--- src/rtl/mnk_game_if.sv ---
// rtl/mnk_game_if.sv - move request handshake bundle for mnk_game
interface mnk_game_if #(parameter int CW = 3);
  logic          move_valid;
  logic          move_ready;
  logic          move_side;
  logic [CW-1:0] move_row;
  logic [CW-1:0] move_col;

  modport master (output move_valid, move_side, move_row, move_col, input move_ready);
  modport slave  (input move_valid, move_side, move_row, move_col, output move_ready);
endinterface

--- src/rtl/mnk_game.sv ---
// rtl/mnk_game.sv - m,n,k game referee: move checking, line scan, win/tie detection
// Optional single-level undo enabled by MNK_GAME_UNDO_EN.
module mnk_game #(
  parameter int N  = 3,
  parameter int K  = 3,
  parameter int CW = 3
) (
  input  logic          clk,
  input  logic          rstn,
  mnk_game_if.slave     mv,
`ifdef MNK_GAME_UNDO_EN
  input  logic          undo,
`endif
  input  logic          clear,
  input  logic [CW-1:0] rd_row,
  input  logic [CW-1:0] rd_col,
  output logic [1:0]    rd_cell,
  output logic          illegal_move,
  output logic [1:0]    illegal_code,
  output logic          win,
  output logic [1:0]    winner,
  output logic          tie,
  output logic [6:0]    move_count,
  output logic          next_side
);

  typedef enum logic [1:0] {IDLE = 2'd0, CHECK = 2'd1, OVER = 2'd2} state_t;

  localparam int          SW    = CW + 2;
  localparam logic [6:0]  CELLS = 7'(N * N);

  state_t state, state_next;
  logic [1:0] board [N][N];

  logic [CW-1:0]        anc_row, anc_col;
  logic signed [SW-1:0] cur_row, cur_col, base_r, base_c, step_r, step_c, probe_r, probe_c;
  logic [1:0]           dir;
  logic                 neg, scan_side;
  logic [3:0]           run;

  logic hs, bad_off, bad_occ, bad_turn, accept, reject;
  logic in_board, match;
  logic [1:0] side_code;
  logic do_win, do_tie, scan_step, scan_turn, scan_next_dir;

  function automatic logic [1:0] cell_at(input logic [CW-1:0] r, input logic [CW-1:0] c);
    cell_at = 2'b00;
    for (int i = 0; i < N; i++)
      for (int j = 0; j < N; j++)
        if (r == i[CW-1:0] && c == j[CW-1:0]) cell_at = board[i][j];
  endfunction

  assign rd_cell       = cell_at(rd_row, rd_col);
  assign mv.move_ready = (state == IDLE);
  assign hs            = mv.move_valid && (state == IDLE);

  assign bad_off  = ({1'b0, mv.move_row} >= (CW+1)'(N)) || ({1'b0, mv.move_col} >= (CW+1)'(N));
  assign bad_occ  = !bad_off && (cell_at(mv.move_row, mv.move_col) != 2'b00);
  assign bad_turn = (mv.move_side != next_side);
  assign accept   = hs && !clear && !(bad_off || bad_occ || bad_turn);
  assign reject   = hs && !clear &&  (bad_off || bad_occ || bad_turn);

  // Directions: 0 row (0,+1), 1 column (+1,0), 2 diagonal (+1,+1), 3 anti-diagonal (+1,-1)
  assign base_r  = (dir == 2'd0) ? '0 : SW'(1);
  assign base_c  = (dir == 2'd1) ? '0 : ((dir == 2'd3) ? -SW'(1) : SW'(1));
  assign step_r  = neg ? -base_r : base_r;
  assign step_c  = neg ? -base_c : base_c;
  assign probe_r = cur_row + step_r;
  assign probe_c = cur_col + step_c;

  assign in_board  = !probe_r[SW-1] && !probe_c[SW-1] &&
                     (probe_r[SW-2:0] < (SW-1)'(N)) && (probe_c[SW-2:0] < (SW-1)'(N));
  assign side_code = scan_side ? 2'b10 : 2'b01;
  assign match     = in_board && (cell_at(probe_r[CW-1:0], probe_c[CW-1:0]) == side_code);

`ifdef MNK_GAME_UNDO_EN
  logic undo_armed, undo_ok;
  assign undo_ok = undo && !clear && !hs && undo_armed && (move_count != 7'd0) &&
                   ((state == IDLE) || (state == OVER));
`endif

  always_ff @(posedge clk or negedge rstn) begin
    if (!rstn) state <= IDLE;
    else       state <= state_next;
  end

  always_comb begin
    state_next    = state;
    do_win        = 1'b0;
    do_tie        = 1'b0;
    scan_step     = 1'b0;
    scan_turn     = 1'b0;
    scan_next_dir = 1'b0;
    case (state)
      IDLE:  if (accept) state_next = CHECK;
      CHECK: begin
        if (match) begin
          if (run >= 4'(K - 1)) begin
            do_win     = 1'b1;
            state_next = OVER;
          end else begin
            scan_step = 1'b1;
          end
        end else if (!neg) begin
          scan_turn = 1'b1;
        end else if (dir != 2'd3) begin
          scan_next_dir = 1'b1;
        end else if (move_count == CELLS) begin
          do_tie     = 1'b1;
          state_next = OVER;
        end else begin
          state_next = IDLE;
        end
      end
      OVER:    state_next = OVER;
      default: state_next = IDLE;
    endcase
`ifdef MNK_GAME_UNDO_EN
    if (undo_ok) state_next = IDLE;
`endif
    if (clear) state_next = IDLE;
  end

  always_ff @(posedge clk or negedge rstn) begin
    if (!rstn) begin
      for (int i = 0; i < N; i++)
        for (int j = 0; j < N; j++) board[i][j] <= 2'b00;
      move_count   <= 7'd0;
      next_side    <= 1'b0;
      illegal_move <= 1'b0;
      illegal_code <= 2'b00;
      win          <= 1'b0;
      winner       <= 2'b00;
      tie          <= 1'b0;
      anc_row      <= '0;
      anc_col      <= '0;
      cur_row      <= '0;
      cur_col      <= '0;
      dir          <= 2'd0;
      neg          <= 1'b0;
      run          <= 4'd0;
      scan_side    <= 1'b0;
`ifdef MNK_GAME_UNDO_EN
      undo_armed   <= 1'b0;
`endif
    end else if (clear) begin
      for (int i = 0; i < N; i++)
        for (int j = 0; j < N; j++) board[i][j] <= 2'b00;
      move_count   <= 7'd0;
      next_side    <= 1'b0;
      illegal_move <= 1'b0;
      illegal_code <= 2'b00;
      win          <= 1'b0;
      winner       <= 2'b00;
      tie          <= 1'b0;
`ifdef MNK_GAME_UNDO_EN
      undo_armed   <= 1'b0;
`endif
    end else begin
      illegal_move <= reject;
      if (reject) illegal_code <= bad_off ? 2'b01 : (bad_occ ? 2'b10 : 2'b11);
      if (accept) begin
        for (int i = 0; i < N; i++)
          for (int j = 0; j < N; j++)
            if (mv.move_row == i[CW-1:0] && mv.move_col == j[CW-1:0])
              board[i][j] <= mv.move_side ? 2'b10 : 2'b01;
        move_count   <= move_count + 7'd1;
        next_side    <= ~next_side;
        illegal_code <= 2'b00;
        anc_row      <= mv.move_row;
        anc_col      <= mv.move_col;
        cur_row      <= SW'(mv.move_row);
        cur_col      <= SW'(mv.move_col);
        dir          <= 2'd0;
        neg          <= 1'b0;
        run          <= 4'd1;
        scan_side    <= mv.move_side;
`ifdef MNK_GAME_UNDO_EN
        undo_armed   <= 1'b1;
`endif
      end
      if (scan_step) begin
        cur_row <= probe_r;
        cur_col <= probe_c;
        run     <= run + 4'd1;
      end
      // Each direction restarts from the placed stone; run keeps the positive half.
      if (scan_turn || scan_next_dir) begin
        cur_row <= SW'(anc_row);
        cur_col <= SW'(anc_col);
        neg     <= scan_turn;
      end
      if (scan_next_dir) begin
        dir <= dir + 2'd1;
        run <= 4'd1;
      end
      if (do_win) begin
        win    <= 1'b1;
        winner <= side_code;
      end
      if (do_tie) tie <= 1'b1;
`ifdef MNK_GAME_UNDO_EN
      if (undo_ok) begin
        for (int i = 0; i < N; i++)
          for (int j = 0; j < N; j++)
            if (anc_row == i[CW-1:0] && anc_col == j[CW-1:0]) board[i][j] <= 2'b00;
        move_count <= move_count - 7'd1;
        next_side  <= ~next_side;
        win        <= 1'b0;
        winner     <= 2'b00;
        tie        <= 1'b0;
        undo_armed <= 1'b0;
      end
`endif
    end
  end

endmodule

--- src/flat_wrapper.sv ---
// flat-port wrapper written by rule: the top's interface ports become plain ports
module mnk_game_flat 
#(
  parameter int N  = 3,
  parameter int K  = 3,
  parameter int CW = 3
)
  (clk, rstn, clear, rd_row, rd_col, rd_cell, illegal_move, illegal_code, win, winner, tie, move_count, next_side, mv_move_valid, mv_move_side, mv_move_row, mv_move_col, mv_move_ready);
  mnk_game_if #(.CW(CW)) mv_i ();
  input  logic clk;
  input  logic rstn;
  input  logic clear;
  input  logic [CW-1:0] rd_row;
  input  logic [CW-1:0] rd_col;
  output logic [1:0] rd_cell;
  output logic illegal_move;
  output logic [1:0] illegal_code;
  output logic win;
  output logic [1:0] winner;
  output logic tie;
  output logic [6:0] move_count;
  output logic next_side;
  input wire logic [$bits(mv_i.move_valid)-1:0] mv_move_valid;
  input wire logic [$bits(mv_i.move_side)-1:0] mv_move_side;
  input wire logic [$bits(mv_i.move_row)-1:0] mv_move_row;
  input wire logic [$bits(mv_i.move_col)-1:0] mv_move_col;
  output wire logic [$bits(mv_i.move_ready)-1:0] mv_move_ready;
  assign mv_i.move_valid = mv_move_valid;
  assign mv_i.move_side = mv_move_side;
  assign mv_i.move_row = mv_move_row;
  assign mv_i.move_col = mv_move_col;
  assign mv_move_ready = mv_i.move_ready;
  mnk_game #(.N(N), .K(K), .CW(CW)) u_core (.clk(clk), .rstn(rstn), .mv(mv_i), .clear(clear), .rd_row(rd_row), .rd_col(rd_col), .rd_cell(rd_cell), .illegal_move(illegal_move), .illegal_code(illegal_code), .win(win), .winner(winner), .tie(tie), .move_count(move_count), .next_side(next_side));
endmodule
--- config.mk ---
export PLATFORM = sky130hd
export DESIGN_NAME = mnk_game_flat
export DESIGN_NICKNAME = d
export VERILOG_FILES = /design/src/rtl/mnk_game_if.sv /design/src/rtl/mnk_game.sv /design/src/flat_wrapper.sv
export SDC_FILE = /design/constraint.sdc
export NUM_CORES = 1
export LEC_CHECK = 0
export BUFFER_PORTS_ARGS = -buffer_cell sky130_fd_sc_hd__buf_2
export CORE_MARGIN = 2
export CORE_UTILIZATION = 53
export CTS_CLUSTER_DIAMETER = 40
export DETAILED_ROUTE_END_ITERATION = 7
export PLACE_DENSITY = 0.75
export SYNTH_ARGS = -nofsm -noshare
export SYNTH_HDL_FRONTEND = slang
export SYNTH_SLANG_ARGS = --single-unit
--- constraint.sdc ---
create_clock -name clk -period 4 [get_ports clk]
set_clock_uncertainty 0.2 [all_clocks]
set_input_delay 0.6 -clock clk [delete_from_list [all_inputs] [get_ports clk]]
set_output_delay 0.6 -clock clk [all_outputs]
set_load 0.1 [all_outputs]
=== Word level (Yosys, flattened, before mapping) ===
Index checks and enable logic that the tools add are counted.

* Logic and storage cells: 249
* Input port bits: 17
* Bits in registers: 59
* Output and inout port bits: 18

* Add/subtract/negate cells: 7
* Equality and inequality tests: 24
* Order comparisons: 5
* Bitwise operators: 2
* Reductions and logical operators: 86
* Multiplexer cells: 100

{| class="wikitable"
|+ Operator list
! kind !! number
|-
| $mux W2 || 53
|-
| $mux W5 || 10
|-
| $logic_and A1 B1 Y1 || 36
|-
| $mux W18 || 2
|-
| $reduce_bool A2 Y1 || 15
|-
| $mux W1 || 29
|-
| $reduce_and A2 Y1 || 14
|-
| $eq A3 B1 Y1 const B || 6
|-
| $eq A3 B2 Y1 const B || 6
|-
| $logic_not A3 Y1 || 6
|-
| $mux W7 || 2
|-
| $mux W4 || 3
|-
| $add A5 B5 Y5 || 2
|-
| $neg A5 Y5 || 2
|-
| $reduce_bool A3 Y1 || 3
|-
| $lt A4 B2 Y1 const B || 2
|-
| $add A7 B1 Y7 const B || 1
|-
| $eq A7 B4 Y1 const B || 1
|-
| $ge A3 B2 Y1 const B || 2
|-
| $pmux W2 S3 || 1
|-
| $logic_not A1 Y1 || 5
|-
| $add A4 B1 Y4 const B || 1
|-
| $eq A2 B1 Y1 const B || 2
|-
| $eq A2 B2 Y1 const B || 2
|-
| other kinds (13) || 18
|}

=== Longest topological paths before layout ===
* Word-level depth: 24
* Depth in mapped cells: 16
* Mapped depth without buffers: 15

=== Least setup slack after synthesis ===
Ideal clock, no wire load.

* Path kind: input to output
* Start point: input rd_col[0]
* End point: output rd_cell[1]
* Buffers on the path: 1
* Arrival: 3,507 ps
* Path slack: -307 ps
* Data required time: 3,200 ps
* Stages: 6
* Path through: clkbuf_1 > nor2b_1 > a21oi_1 > a211oi_1 > a21oi_1 > nor3_1

* Cells in the longest elaborated chain, start to end: 11
* Elaborated cells on any way between the ends: 21
* Those cells by class: 2 x eq/ne; 9 x mux; 10 x reduce/logical

{| class="wikitable"
|+ RTL lines
! item !! RTL line !! source
|-
| start: declaration || flat_wrapper.sv:14 || <nowiki>input logic [CW-1:0] rd_col;</nowiki>
|-
| $logic_not A3 Y1 || mnk_game.sv:50 || <nowiki>if (r == i[CW-1:0] && c == j[CW-1:0]) cell_at = board[i][j];</nowiki>
|-
| $logic_and A1 B1 Y1 || mnk_game.sv:50 ||
|-
| $mux W2 (8 in series) || mnk_game.sv:50 ||
|-
| $mux W2 * || mnk_game.sv:50 ||
|-
| end: declaration || flat_wrapper.sv:15 || <nowiki>output logic [1:0] rd_cell;</nowiki>
|}

Every way passes the cells marked *; elsewhere a longest branch is shown, timed or not.

=== Final worst setup path ===
* Start point: register u_core.dir[0]
* End point: register u_core.cur_row[2]

* Cells in the longest elaborated chain, start to end: 24
* Elaborated cells on any way between the ends: 59
* Those cells by class: 4 x add/sub; 2 x order compare; 8 x eq/ne; 24 x mux; 21 x reduce/logical

{| class="wikitable"
|+ RTL lines
! item !! RTL line !! source
|-
| start: declaration || mnk_game.sv:37 || <nowiki>logic [1:0] dir;</nowiki>
|-
| start signal: assignment || mnk_game.sv:194 || <nowiki>dir <= dir + 2'd1;</nowiki>
|-
| $eq A2 B2 Y1 || mnk_game.sv:65 || <nowiki>assign base_c = (dir == 2'd1) ? '0 : ((dir == 2'd3) ? -SW'(1) : SW'(1));</nowiki>
|-
| $mux W5 (2 in series) || mnk_game.sv:65 ||
|-
| $neg A5 Y5 || mnk_game.sv:67 || <nowiki>assign step_c = neg ? -base_c : base_c;</nowiki>
|-
| $mux W5 || mnk_game.sv:67 ||
|-
| $add A5 B5 Y5 || mnk_game.sv:69 || <nowiki>assign probe_c = cur_col + step_c;</nowiki>
|-
| $logic_not A3 Y1 || mnk_game.sv:50 ||
|-
| $logic_and A1 B1 Y1 || mnk_game.sv:50 ||
|-
| $mux W2 (9 in series) || mnk_game.sv:50 ||
|-
| $eq A2 B2 Y1 || mnk_game.sv:74 || <nowiki>assign match = in_board && (cell_at(probe_r[CW-1:0], probe_c[CW-1:0]) == side_code);</nowiki>
|-
| $logic_and A1 B1 Y1 || mnk_game.sv:74 ||
|-
| $mux W1 || mnk_game.sv:97 || <nowiki>if (match) begin</nowiki>
|-
| $mux W1 || mnk_game.sv:94 || <nowiki>case (state)</nowiki>
|-
| $logic_or A1 B1 Y1 || mnk_game.sv:188 || <nowiki>if (scan_turn || scan_next_dir) begin</nowiki>
|-
| $reduce_bool A3 Y1 (no line) || -- ||
|-
| $reduce_and A2 Y1 (no line) || -- ||
|-
| end signal: assignment || mnk_game.sv:172 || <nowiki>cur_row <= SW'(mv.move_row);</nowiki>
|-
| end signal: assignment || mnk_game.sv:183 || <nowiki>cur_row <= probe_r;</nowiki>
|-
| end signal: assignment || mnk_game.sv:189 || <nowiki>cur_row <= SW'(anc_row);</nowiki>
|-
| end: declaration || mnk_game.sv:36 || <nowiki>logic signed [SW-1:0] cur_row, cur_col, base_r, base_c, step_r, step_c, probe_r, probe_c;</nowiki>
|}

Several ways; a longest one is shown, not always the timed one.
A chain may end at the register's enable or synchronous reset.

==> results.md <==
* Number of buffers inserted by port buffering at 34
* Synth Instances at 416
* Dpl cell area at 4317 sq um
* Area growth syn-to-layout at 29.65%
* Number of nets in the layout at 523
* Sum Neg Setup Slack at -0.5730 ns
* Count of state elements after synthesis at 59
* Max Transition Viols Final at 0
* Overall via count from detail_route at 3566
* TritonCTS clock tree: built
* RSZ-0062 raised after global routing: true
* Maximum Capacitance Violations at 0
* Antenna violations before repair at 0
* Gr usage total at 26.82%
* Cts-stage hold buffer count at 0
* Commonest non-fill, non-tap cell in the layout: dfrtp_1
* Footprint of the multi-input gates at 2487 sq um
* Global-route wire length before repair at 16260 um
* Final worst hold slack at 0.09163 ns
* Layout filler cell count at 531
* Largest net degree at the start of global routing at 39
* Max transition margin at 44.70%
* Remaining Overflow, GRT at 0
* Clock net sink count at 59
* Reg-to-reg critical path startpoint: u_core.dir[0]
* Final instance area at 4974 sq um
* Core region area at 7137 sq um
* CTS H-tree depth at 3
* I/O pin count at 35
* Final instance count without filler cells at 592
* Most frequent cells in the layout: dfrtp_1, nor2_1, buf_4
* Number of unique standard cell types used by synthesis at 69
* Initial DRT Pass Iterations at 5
* HPWL after detailed placement at 6990 um
* Total Die Area at 7934 sq um
* Starting DRC count in detailed routing at 354
* Total power after layout at 2.204 mW
* Class of the most critical setup path: register to register
* Number of warning messages in the yosys log at 0
* Class of the most critical hold timing path: input pin to async pin
* CP endpoint kind: register
* Average instance area after synthesis at 9.222 sq um
* Ys flop type: dfrtp_1
* Synth Net Count at 451
* Number of global-route vias before repair at 3287
* Width of the die at 89.08 um
* Initial core utilization at 53.75%
* Data arrival, critical path at 4.16 ns
* Storage cell area at 1479 sq um
* Number of flops mapped to enable cells by yosys at 0
* Critical path launch point: u_core.dir[0]
* Least setup slack across all paths after layout at -0.1294 ns
* Final ANT Viol Nets at 0
* Final-report hold violation count at 0
* Fraction of the yosys area taken by sequential cells at 38.49%
* Async set-or-reset flop fraction in the synthesized netlist at 100.0%
* Leakage dissipation at 2.270 nW
* Final Setup Violations at 9
* Number of core rows at 31
* Number of buffers created by CTS at 9
* Drt via density at 6.024
* Final standard cell utilization of the core at 69.69%
* PD cells at 443.2 nW/um^2
* Violations in the final reports: negative setup slack
* Final worst-path cycle share at 103.2%
* Fraction of layout instances using a drive strength above 1 at 34.08%
* Type of origin of the critical path: register
* DR WL/cell at 17.90 um
* Max Fclk at 242.2 MHz
* Die span in y at 89.08 um
* Number of antenna cells inserted at 0
* Number of remaining DRC errors at 0
* Clock-pin slew on the worst setup and hold paths at 0.07 ns
* Worst-case vdd ir drop at 0.0002828 V
* Clock Latency Late Sink at 0.34 ns
* CP Max Fanout at 5
* Largest buffer count on any clock path at 2
* Measured slew at the worst slew-check pin at 0.8277 ns
* Worst Setup Slack post-DPL at -0.2360 ns
* Drt total wl at 10590 um
* Clock root buffer: clkbuf_8
* Run status: finished with violations
* Summed instance area of the synthesized netlist at 3836 sq um
* Final critical path time including I/O delays and setup at 4.129 ns
* Critical path required time at 4.03 ns
* # placed instances at 559
* Final estimated routing congestion in global placement at 0.9445
-- state kept, by name (all words and copies together), names as in the netlist --
register             cells
u_core.anc_row           3
u_core.neg               1
u_core.winner            2
u_core.cur_row           5
u_core.run               4
u_core.board            18
u_core.illegal_code      2
u_core.illegal_move      1
u_core.next_side         1
u_core.anc_col           3
u_core.cur_col           5
u_core.scan_side         1
u_core.dir               2
u_core.move_count        7
u_core.win               1
u_core.tie               1
u_core.state             2
-- worst max-delay path, stage by stage (launching register included) --
cell and delay [ns]:
dfrtp_2 0.46, inv_1 0.07, ha_2 0.18, inv_2 0.07, ha_4 0.13, inv_1 0.05, fa_2 0.55, inv_1 0.06
or4_4 0.58, o32ai_4 0.25, a211oi_2 0.11, or2_4 0.28, o221ai_4 0.26, a21o_1 0.18, mux2_4 0.31, mux2_4 0.26
-- final cells by class --
cell class                 instances  share of cell area (%)
clock buffer                      10                   2.566
inverter                          24                   1.811
tap                               99                   2.491
sequential                        59                   29.74
multi-input combinational        312                   50.01
timing repair buffer              82                   11.77
clock inverter                     6                   1.610
-- cell usage after synthesis, types with 2 or more instances --
library cell,instances,area (sq um)
a2111oi_0,2,17.52
a211oi_1,4,30.03
a21o_1,6,45.04
a21oi_1,31,155.2
a22o_1,3,26.28
a22oi_1,4,30.03
a2bb2oi_1,2,17.52
a311oi_1,4,35.03
a31oi_1,6,37.54
a41oi_1,2,17.52
and2_1,7,43.79
and3_1,3,18.77
buf_2,2,10.01
buf_6,2,22.52
clkbuf_1,15,56.30
dfrtp_1,59,1476
fa_1,2,40.04
ha_1,16,200.2
inv_1,24,90.09
mux2_2,8,90.09
mux2_4,2,30.03
mux2i_1,12,120.1
nand2_1,10,37.54
nand2b_1,7,43.79
nand3_1,15,75.07
nand4_1,5,31.28
nor2_1,55,206.5
nor2_2,2,12.51
nor2b_1,10,62.56
nor3_1,16,80.08
nor4_1,6,37.54
o21ai_0,14,70.07
o21ai_4,2,32.53
o221ai_1,3,26.28
o22ai_1,3,18.77
o2bb2ai_1,3,26.28
o31ai_1,2,15.01
o32ai_1,2,17.52
or3_1,2,12.51
or4_1,4,30.03
xnor2_1,9,78.83
xor2_1,3,26.28
-- cells by family (layout without fill, tap and decap cells) --
kind of cell	after synthesis	count (layout)	share of synthesized area, %
AOI/OAI and AO/OA	104	104	19.21
xor gates and xnor gates	12	12	2.740
adders and majority gates	18	18	6.262
buffers and inverters	45	122	5.186
DFF	59	59	38.49
muxes	22	22	6.262
and+or+nand+nor	156	156	21.85
-- path summary, 6_finish.rpt --
path	depth (start not counted)	to	slack, ns
hold / removal	1	u_core.cur_row[4]	0.09
setup reg to reg	15	u_core.cur_row[2]	-0.13
max in group asynchronous	2	u_core.dir[1]	2.66
hold reg to reg	1	u_core.anc_col[2]	0.29
min in group clk	1	u_core.anc_col[2]	0.29
setup / recovery	15	u_core.cur_row[2]	-0.13
-- metal layers --
metal / global-route usage (%) / vias to the layer above / part of all wire (%)
met5: 0 / - / 0
met4: 11.40 / 0 / 2.6
met3: 2.955 / 26 / 5.5
met2: 41.79 / 152 / 47
met1: 38.26 / 1737 / 44
li1: - / 1651 / -
-- repair_timing --
action	4_1_cts	5_1_grt
pin swaps	9	16
endpoints found under the hold margin	0	0
gates resized for setup	16	50
setup buffers	7	10
endpoints found under the setup margin	20	19
-- power by group --
group          total (mW)  switching (mW)  internal, mW
logic               0.938           0.503         0.435
registers           0.683          0.0503         0.633
clock network       0.583           0.236         0.346
total                2.20           0.790          1.41
(Power assumes the default switching activity.)
